<file path="config.mk">
export PLATFORM = sky130hd
export DESIGN_NAME = control_sequencer
export DESIGN_NICKNAME = d
export VERILOG_FILES = /design/src/rtl/control_sequencer.sv
export SDC_FILE = /design/constraint.sdc
export NUM_CORES = 1
export LEC_CHECK = 0
export BUFFER_PORTS_ARGS = -buffer_cell sky130_fd_sc_hd__buf_2
export CAP_MARGIN = 40
export CORE_UTILIZATION = 38
export CTS_CLUSTER_SIZE = 16
export DETAILED_ROUTE_END_ITERATION = 10
export PLACE_DENSITY = 0.72
export RECOVER_POWER = 100
export SYNTH_ARGS = -nofsm -noshare
export SYNTH_HDL_FRONTEND = slang
export SYNTH_SLANG_ARGS = --single-unit
export TNS_END_PERCENT = 20
</file>
<file path="constraint.sdc">
create_clock -name i_CLOCK -period 1.3 [get_ports i_CLOCK]
set_input_delay 0.26 -clock i_CLOCK [delete_from_list [all_inputs] [get_ports i_CLOCK]]
set_output_delay 0.26 -clock i_CLOCK [all_outputs]
set_load 0.05 [all_outputs]
</file>
<file path="src/rtl/control_sequencer.sv">
// control_sequencer
//   Micro-step sequencer for an 8-bit breadboard-style CPU. A step register walks
//   T0..T4; every control line is a combinational decode of the step, the opcode
//   and the ALU flags. The datapath latches on the rising edge that ends the step.
//
// Ports
//   i_CLOCK            system clock, rising edge
//   i_CLEAR            asynchronous active-high reset
//   i_OPCODE           instruction-register opcode, valid from T2
//   i_ZERO_FLAG        ALU zero flag (JZ)
//   i_CARRY_FLAG       ALU carry flag (JC)
//   o_PC_COUNT_ENABLE, o_OUT_READ_BUS, o_ALU_SUBTRACT, o_HALT   active-high controls
//   o_*_n              active-low bus/enable controls
//   o_STEP             current micro-step index for display
module control_sequencer #(
   parameter int unsigned OPCODE_WIDTH = 4
) (
   input  logic                    i_CLOCK,
   input  logic                    i_CLEAR,
   input  logic [OPCODE_WIDTH-1:0] i_OPCODE,
   input  logic                    i_ZERO_FLAG,
   input  logic                    i_CARRY_FLAG,
   output logic                    o_PC_COUNT_ENABLE,
   output logic                    o_OUT_READ_BUS,
   output logic                    o_ALU_SUBTRACT,
   output logic                    o_HALT,
   output logic                    o_PC_JUMP_n,
   output logic                    o_PC_WRITE_BUS_n,
   output logic                    o_MAR_READ_BUS_n,
   output logic                    o_RAM_READ_BUS_n,
   output logic                    o_RAM_WRITE_BUS_n,
   output logic                    o_IR_READ_BUS_n,
   output logic                    o_IR_WRITE_BUS_n,
   output logic                    o_A_READ_BUS_n,
   output logic                    o_A_WRITE_BUS_n,
   output logic                    o_B_READ_BUS_n,
   output logic                    o_ALU_WRITE_BUS_n,
   output logic                    o_FLAGS_UPDATE_n,
   output logic [2:0]              o_STEP
);

   localparam logic [OPCODE_WIDTH-1:0] OpLda = OPCODE_WIDTH'(4'h1);
   localparam logic [OPCODE_WIDTH-1:0] OpAdd = OPCODE_WIDTH'(4'h2);
   localparam logic [OPCODE_WIDTH-1:0] OpSub = OPCODE_WIDTH'(4'h3);
   localparam logic [OPCODE_WIDTH-1:0] OpSta = OPCODE_WIDTH'(4'h4);
   localparam logic [OPCODE_WIDTH-1:0] OpLdi = OPCODE_WIDTH'(4'h5);
   localparam logic [OPCODE_WIDTH-1:0] OpJmp = OPCODE_WIDTH'(4'h6);
   localparam logic [OPCODE_WIDTH-1:0] OpJc  = OPCODE_WIDTH'(4'h7);
   localparam logic [OPCODE_WIDTH-1:0] OpJz  = OPCODE_WIDTH'(4'h8);
   localparam logic [OPCODE_WIDTH-1:0] OpOut = OPCODE_WIDTH'(4'hE);
   localparam logic [OPCODE_WIDTH-1:0] OpHlt = OPCODE_WIDTH'(4'hF);

   typedef enum logic [2:0] {
      StT0 = 3'd0,
      StT1 = 3'd1,
      StT2 = 3'd2,
      StT3 = 3'd3,
      StT4 = 3'd4
   } step_e;

   step_e step_q, step_d;
   // Latched once HLT reaches T2 so the halt holds even if the opcode bus wiggles.
   logic  halted_q, halted_d;

   logic mem_instr;   // instructions that go through the MAR (4 or 5 steps)
   logic alu_instr;   // ADD/SUB, the only 5-step instructions
   logic jump_taken;

   assign alu_instr  = (i_OPCODE == OpAdd) || (i_OPCODE == OpSub);
   assign mem_instr  = alu_instr || (i_OPCODE == OpLda) || (i_OPCODE == OpSta);
   assign jump_taken = (i_OPCODE == OpJmp) || ((i_OPCODE == OpJc) && i_CARRY_FLAG) ||
                       ((i_OPCODE == OpJz) && i_ZERO_FLAG);

   // State register
   always_ff @(posedge i_CLOCK or posedge i_CLEAR) begin
      if (i_CLEAR) begin
         step_q   <= StT0;
         halted_q <= 1'b0;
      end else begin
         step_q   <= step_d;
         halted_q <= halted_d;
      end
   end

   // Next-state logic
   always_comb begin
      step_d   = step_q;
      halted_d = halted_q;
      case (step_q)
         StT0: step_d = StT1;
         StT1: step_d = StT2;
         StT2: begin
            if (halted_q || (i_OPCODE == OpHlt)) begin
               step_d   = StT2;
               halted_d = 1'b1;
            end else if (mem_instr) begin
               step_d = StT3;
            end else begin
               step_d = StT0;
            end
         end
         StT3:    step_d = alu_instr ? StT4 : StT0;
         StT4:    step_d = StT0;
         default: step_d = StT0;
      endcase
   end

   // Output decode; reset overrides everything so no partial pulse escapes.
   always_comb begin
      o_PC_COUNT_ENABLE = 1'b0;
      o_OUT_READ_BUS    = 1'b0;
      o_ALU_SUBTRACT    = 1'b0;
      o_HALT            = 1'b0;
      o_PC_JUMP_n       = 1'b1;
      o_PC_WRITE_BUS_n  = 1'b1;
      o_MAR_READ_BUS_n  = 1'b1;
      o_RAM_READ_BUS_n  = 1'b1;
      o_RAM_WRITE_BUS_n = 1'b1;
      o_IR_READ_BUS_n   = 1'b1;
      o_IR_WRITE_BUS_n  = 1'b1;
      o_A_READ_BUS_n    = 1'b1;
      o_A_WRITE_BUS_n   = 1'b1;
      o_B_READ_BUS_n    = 1'b1;
      o_ALU_WRITE_BUS_n = 1'b1;
      o_FLAGS_UPDATE_n  = 1'b1;
      if (!i_CLEAR) begin
         if (halted_q) begin
            o_HALT = 1'b1;
         end else begin
            case (step_q)
               StT0: begin
                  o_PC_WRITE_BUS_n = 1'b0;
                  o_MAR_READ_BUS_n = 1'b0;
               end
               StT1: begin
                  o_RAM_WRITE_BUS_n = 1'b0;
                  o_IR_READ_BUS_n   = 1'b0;
                  o_PC_COUNT_ENABLE = 1'b1;
               end
               StT2: begin
                  if (mem_instr) begin
                     o_IR_WRITE_BUS_n = 1'b0;
                     o_MAR_READ_BUS_n = 1'b0;
                  end else if (i_OPCODE == OpLdi) begin
                     o_IR_WRITE_BUS_n = 1'b0;
                     o_A_READ_BUS_n   = 1'b0;
                  end else if (jump_taken) begin
                     o_IR_WRITE_BUS_n = 1'b0;
                     o_PC_JUMP_n      = 1'b0;
                  end else if (i_OPCODE == OpOut) begin
                     o_A_WRITE_BUS_n = 1'b0;
                     o_OUT_READ_BUS  = 1'b1;
                  end else if (i_OPCODE == OpHlt) begin
                     o_HALT = 1'b1;
                  end
               end
               StT3: begin
                  if (alu_instr) begin
                     o_RAM_WRITE_BUS_n = 1'b0;
                     o_B_READ_BUS_n    = 1'b0;
                  end else if (i_OPCODE == OpLda) begin
                     o_RAM_WRITE_BUS_n = 1'b0;
                     o_A_READ_BUS_n    = 1'b0;
                  end else if (i_OPCODE == OpSta) begin
                     o_A_WRITE_BUS_n  = 1'b0;
                     o_RAM_READ_BUS_n = 1'b0;
                  end
               end
               StT4: begin
                  if (alu_instr) begin
                     o_ALU_WRITE_BUS_n = 1'b0;
                     o_A_READ_BUS_n    = 1'b0;
                     o_FLAGS_UPDATE_n  = 1'b0;
                     o_ALU_SUBTRACT    = (i_OPCODE == OpSub);
                  end
               end
               default: ;
            endcase
         end
      end
   end

   assign o_STEP = step_q;

endmodule

</file>
==> impl_metrics.csv, run 1 <==
group,metric,value,unit
clocking,clock_sinks,4,
logic_synthesis,synth-seq-area-share,19.6,%
die,boundaryPins,27,
outcome,status,"did not finish",
logic_synthesis,synth_area,512,µm²
placed_design,place_ws,-0.426,ns
die,die_h,38.7,µm
placed_design,hpwl,1.34,mm
logic_synthesis,synth_seq_cells,4,
logic_synthesis,syn-num-nets,75,
logic_synthesis,synth_cell_type_count,36,
clocking,htree_num_levels,1,
placed_design,placed_cell_area,928,µm²
die,dieWidth,38.7,µm
clocking,numCtsBuffers,3,
logic_synthesis,syn_inst,67,
outcome,lastStage,"clock tree synthesis",
logic_synthesis,ys_warn_count,0,
clocking,clk_path_buf_depth,2,
clocking,cts_setup_buffers,5,
placed_design,io_buffers,26,
clocking,cts_root_buffer,"clkbuf_4",
logic_synthesis,syn_area_per_cell,7.64,µm²
logic_synthesis,synth_ff_type,"dfrtp_1",
die,fp-row-count,12,
logic_synthesis,synth-edff-count,0,
die,initial_core_util,43.7,%
placed_design,place_congestion,0.786,
outcome,error,"[ERROR DPL-0038] Utilization greater than 100%, impossible to legalize",
clocking,cts_resized,54,
clocking,ctsHoldBuffers,0,
logic_synthesis,async_flop_share,100,%
[stage by stage]
step / instances / TNS (ns)
global placement: 133 / -4.23
detailed placement: 133 / -4.47
floorplan: 67 / -4.57
[cell usage after synthesis (2+ instances only)]
cell type	number	area, µm²
nor2_1	7	26.3
nand2_1	6	22.5
and3_1	4	25.0
buf_2	4	20.0
dfrtp_1	4	100
nand2b_1	4	25.0
inv_1	3	11.3
nor3_1	3	15.0
and2_1	2	12.5
nand4_1	2	12.5
nand4b_1	2	17.5
or4bb_1	2	22.5
[cells by family after synthesis]
kind of cell	synth area share, %
flops	19.6
compound gates	19.8
buf+inv	9.78
simple gates	49.1
xor+xnor	1.71
==> inputs of run 2 (changes only) <==
- CORE_AREA: not set -> 2 2 63 65
- CORE_UTILIZATION: 38 -> not set
- CTS_CLUSTER_SIZE: 16 -> not set
- DIE_AREA: not set -> 0 0 65 67
- PLACE_DENSITY: 0.72 -> not set
- PLACE_DENSITY_LB_ADDON: not set -> 0.15
- clock period: 1.3 -> 1.7 ns (I/O delays scaled with it)
==> run 2 against run 1 <==
The flow now finishes, with violations (setup timing); area after synthesis unchanged; synthesized cell count unchanged.
==> impl_metrics.csv, run 2 <==
group,metric,value,unit
finish,drive_above_1_share,64.4,%
logic_synthesis,synth_cell_type_count,36,
detailed_routing,wl_per_cell,10.9,µm
clocking,clk_path_buf_depth,2,
logic_synthesis,synth-edff-count,0,
sta,slew_viol_final,0,
finish,final_common_cell,"buf_4",
sta,layout_setup_ws,-0.116,ns
die,fp-row-count,22,
critical_path,critPathMaxStageDelay,0.42,ns
sta,period_needed,1.82,ns
finish,largest_reg_flops,3,
finish,area_growth,119,%
logic_synthesis,syn_inst,67,
critical_path,worstPathCellList,"nor2_4 > buf_4 > nand4_1 > a211o_1 > buf_6",
detailed_routing,drtIter0Drc,21,
critical_path,start_kind,"flop",
critical_path,critPathBufInv,2,
finish,final_cell_mix,"buf_4, buf_6, nor2_1",
die,die_h,67,µm
sta,fin_crit_sh,107,%
critical_path,path_delay_family,"flip-flops",
global_routing,grt_pass1_vias,650,
critical_path,r2r_end,"o_STEP[0]",
clocking,clk-insertion-delay-late,0.22,ns
sta,rsz0062_at_grt,"yes",
placed_design,dp.cells,161,
die,dieWidth,65,µm
critical_path,crit_path_start,"o_STEP[2]",
global_routing,grt.busiest_layer,"met2",
sta,setup_viol,8,
global_routing,antenna_found_initial,0,
sta,fin_worst_skew,0.00661,ns
logic_synthesis,synth_top_area_share,19.6,%
critical_path,worst_ep_required_time,1.36,ns
critical_path,worstPathArrival,1.48,ns
global_routing,grt.total_usage,9.19,%
die,core_area,3610,µm²
global_routing,grt_pass1_wl,3.06,mm
detailed_routing,dr.pass1.iters,4,
power_and_ir_drop,p_per_area,1270,nW/µm²
clocking,clock_sinks,4,
logic_synthesis,async_flop_share,100,%
detailed_routing,vias,684,
logic_synthesis,synth_top_area_cell,"dfrtp_1",
global_routing,met2_usage,14.9,%
detailed_routing,wirelength,1.80,mm
sta,fmax,551,MHz
critical_path,worst-path-max-fanout,4,
power_and_ir_drop,peakVddDrop,365,µV
logic_synthesis,synth.most_common_cell,"nor2_1",
global_routing,overflow,0,
global_routing,grt_util_met1,11.9,%
sta,worst_slew_pin_slew,0.337,ns
outcome,status,"finished, violations left",
critical_path,worstRegToRegCells,3,
critical_path,critPathKind,"reg -> out",
logic_synthesis,synth_ff_type,"dfrtp_1",
clocking,clk_pin_slew,0.04,ns
critical_path,end_kind,"output pin",
run,maxCapViolCount,0,
detailed_routing,postRouteAntennaNets,0,
logic_synthesis,synth_common_cells,"nor2_1, nand2_1",
die,die_area,4360,µm²
logic_synthesis,syn_area_per_cell,7.64,µm²
logic_synthesis,syn-num-nets,75,
logic_synthesis,synth_area_leaders,"dfrtp_1, nor2_1, and3_1",
sta,slew_headroom,77.5,%
finish,fin_cells,166,
sta,hold_ws,0.174,ns
detailed_routing,drcViolationCount,0,
finish,diodes,0,
clocking,htree_num_levels,1,
logic_synthesis,ys_warn_count,0,
global_routing,grt_util_met3,1.01,%
outcome,violations,"setup timing",
logic_synthesis,synth-seq-area-share,19.6,%
finish,nNetsFinal,127,
detailed_routing,via_per_inst,4.12,
placed_design,place_congestion,0.716,
placed_design,hpwl,1.50,mm
logic_synthesis,synth_area,512,µm²
clocking,cts_tree,"done",
critical_path,r2r_start,"o_STEP[2]",
hold_path,hp-class,"in -> async",
critical_path,cp_slowest_cell,"dfrtp_2",
die,boundaryPins,27,
critical_path,reg2reg_slack,0.54,ns
clocking,cts_root_buffer,"clkbuf_8",
clocking,numCtsBuffers,3,
global_routing,grt_max_degree,16,
finish,nFillCells,395,
placed_design,io_buffers,26,
die,initial_core_util,14.2,%
sta,finalHoldViolCount,0,
placed_design,place_ws,-0.251,ns
power_and_ir_drop,power.leakage,0.473,nW
logic_synthesis,synth_seq_cells,4,
## run 2: cell counts after synthesis
No cell type changed its count.
## run 2: worst max-delay path by stage
| stage | endpoint | depth (start not counted) | slack [ns] |
|---|---|---|---|
| floorplan | o_IR_WRITE_BUS_n | 4 | -0.13 |
| global placement | o_A_READ_BUS_n | 7 | -0.24 |
| detailed placement | o_A_READ_BUS_n | 7 | -0.25 |
| CTS | o_PC_JUMP_n | 5 | -0.13 |
| global route | o_PC_JUMP_n | 5 | -0.19 |
| finish | o_A_WRITE_BUS_n | 5 | -0.12 |
## run 2: cells by family after synthesis
kind of cell | Yosys count | share of synthesized area, %
compound gates | 12 | 19.8
simple gates | 41 | 49.1
flops | 4 | 19.6
xor+xnor | 1 | 1.71
buf+inv | 9 | 9.78
## run 2: what timing repair did
action,4_1_cts,5_1_grt
pin swaps,8,3
gates cloned,0,0
endpoints found under the setup margin,15,15
buffers inserted,1,0
hold buffers,0,0
gates resized for setup,47,5
## run 2: per-stage QoR
step | total power [mW] | area, µm² | TNS, ns | utilization (%)
floorplan | 0.761 | 548 | -0.904 | -
global placement | 1.08 | 895 | -1.09 | 24.8
detailed placement | 1.07 | 895 | -1.10 | 24.8
CTS | 1.43 | 1110 | -0.712 | 30.8
global route | 1.51 | 1120 | -1.47 | 31.0
finish | 1.43 | 1120 | -0.523 | 31.0
## run 2: final cells by class
class | instances | area [µm²] | area share, %
inverter | 3 | 15.0 | 1.34
clock buffer | 4 | 45.0 | 4.03
tap | 48 | 60.1 | 5.37
timing repair buffer | 53 | 448 | 40.0
multi-input combinational | 54 | 447 | 39.9
sequential | 4 | 104 | 9.28
## run 2: metal layers
metal  vias to the layer above  wire, µm
li1                        350         -
met1                       314       813
met2                        20       890
met3                         0        99
met4                         0         0
met5                         -         0
## run 2: worst min-delay path: stages
cell and delay (ns):
clkbuf_1 0.12, inv_1 0.09, clkbuf_1 0.20
## run 2: where the power goes
part           switching (mW)  internal, mW
sequential             0.0845         0.138
clock                  0.0549         0.161
combinational           0.554         0.434
total                   0.693         0.733
No activity file was read; power rests on OpenSTA's default activity.
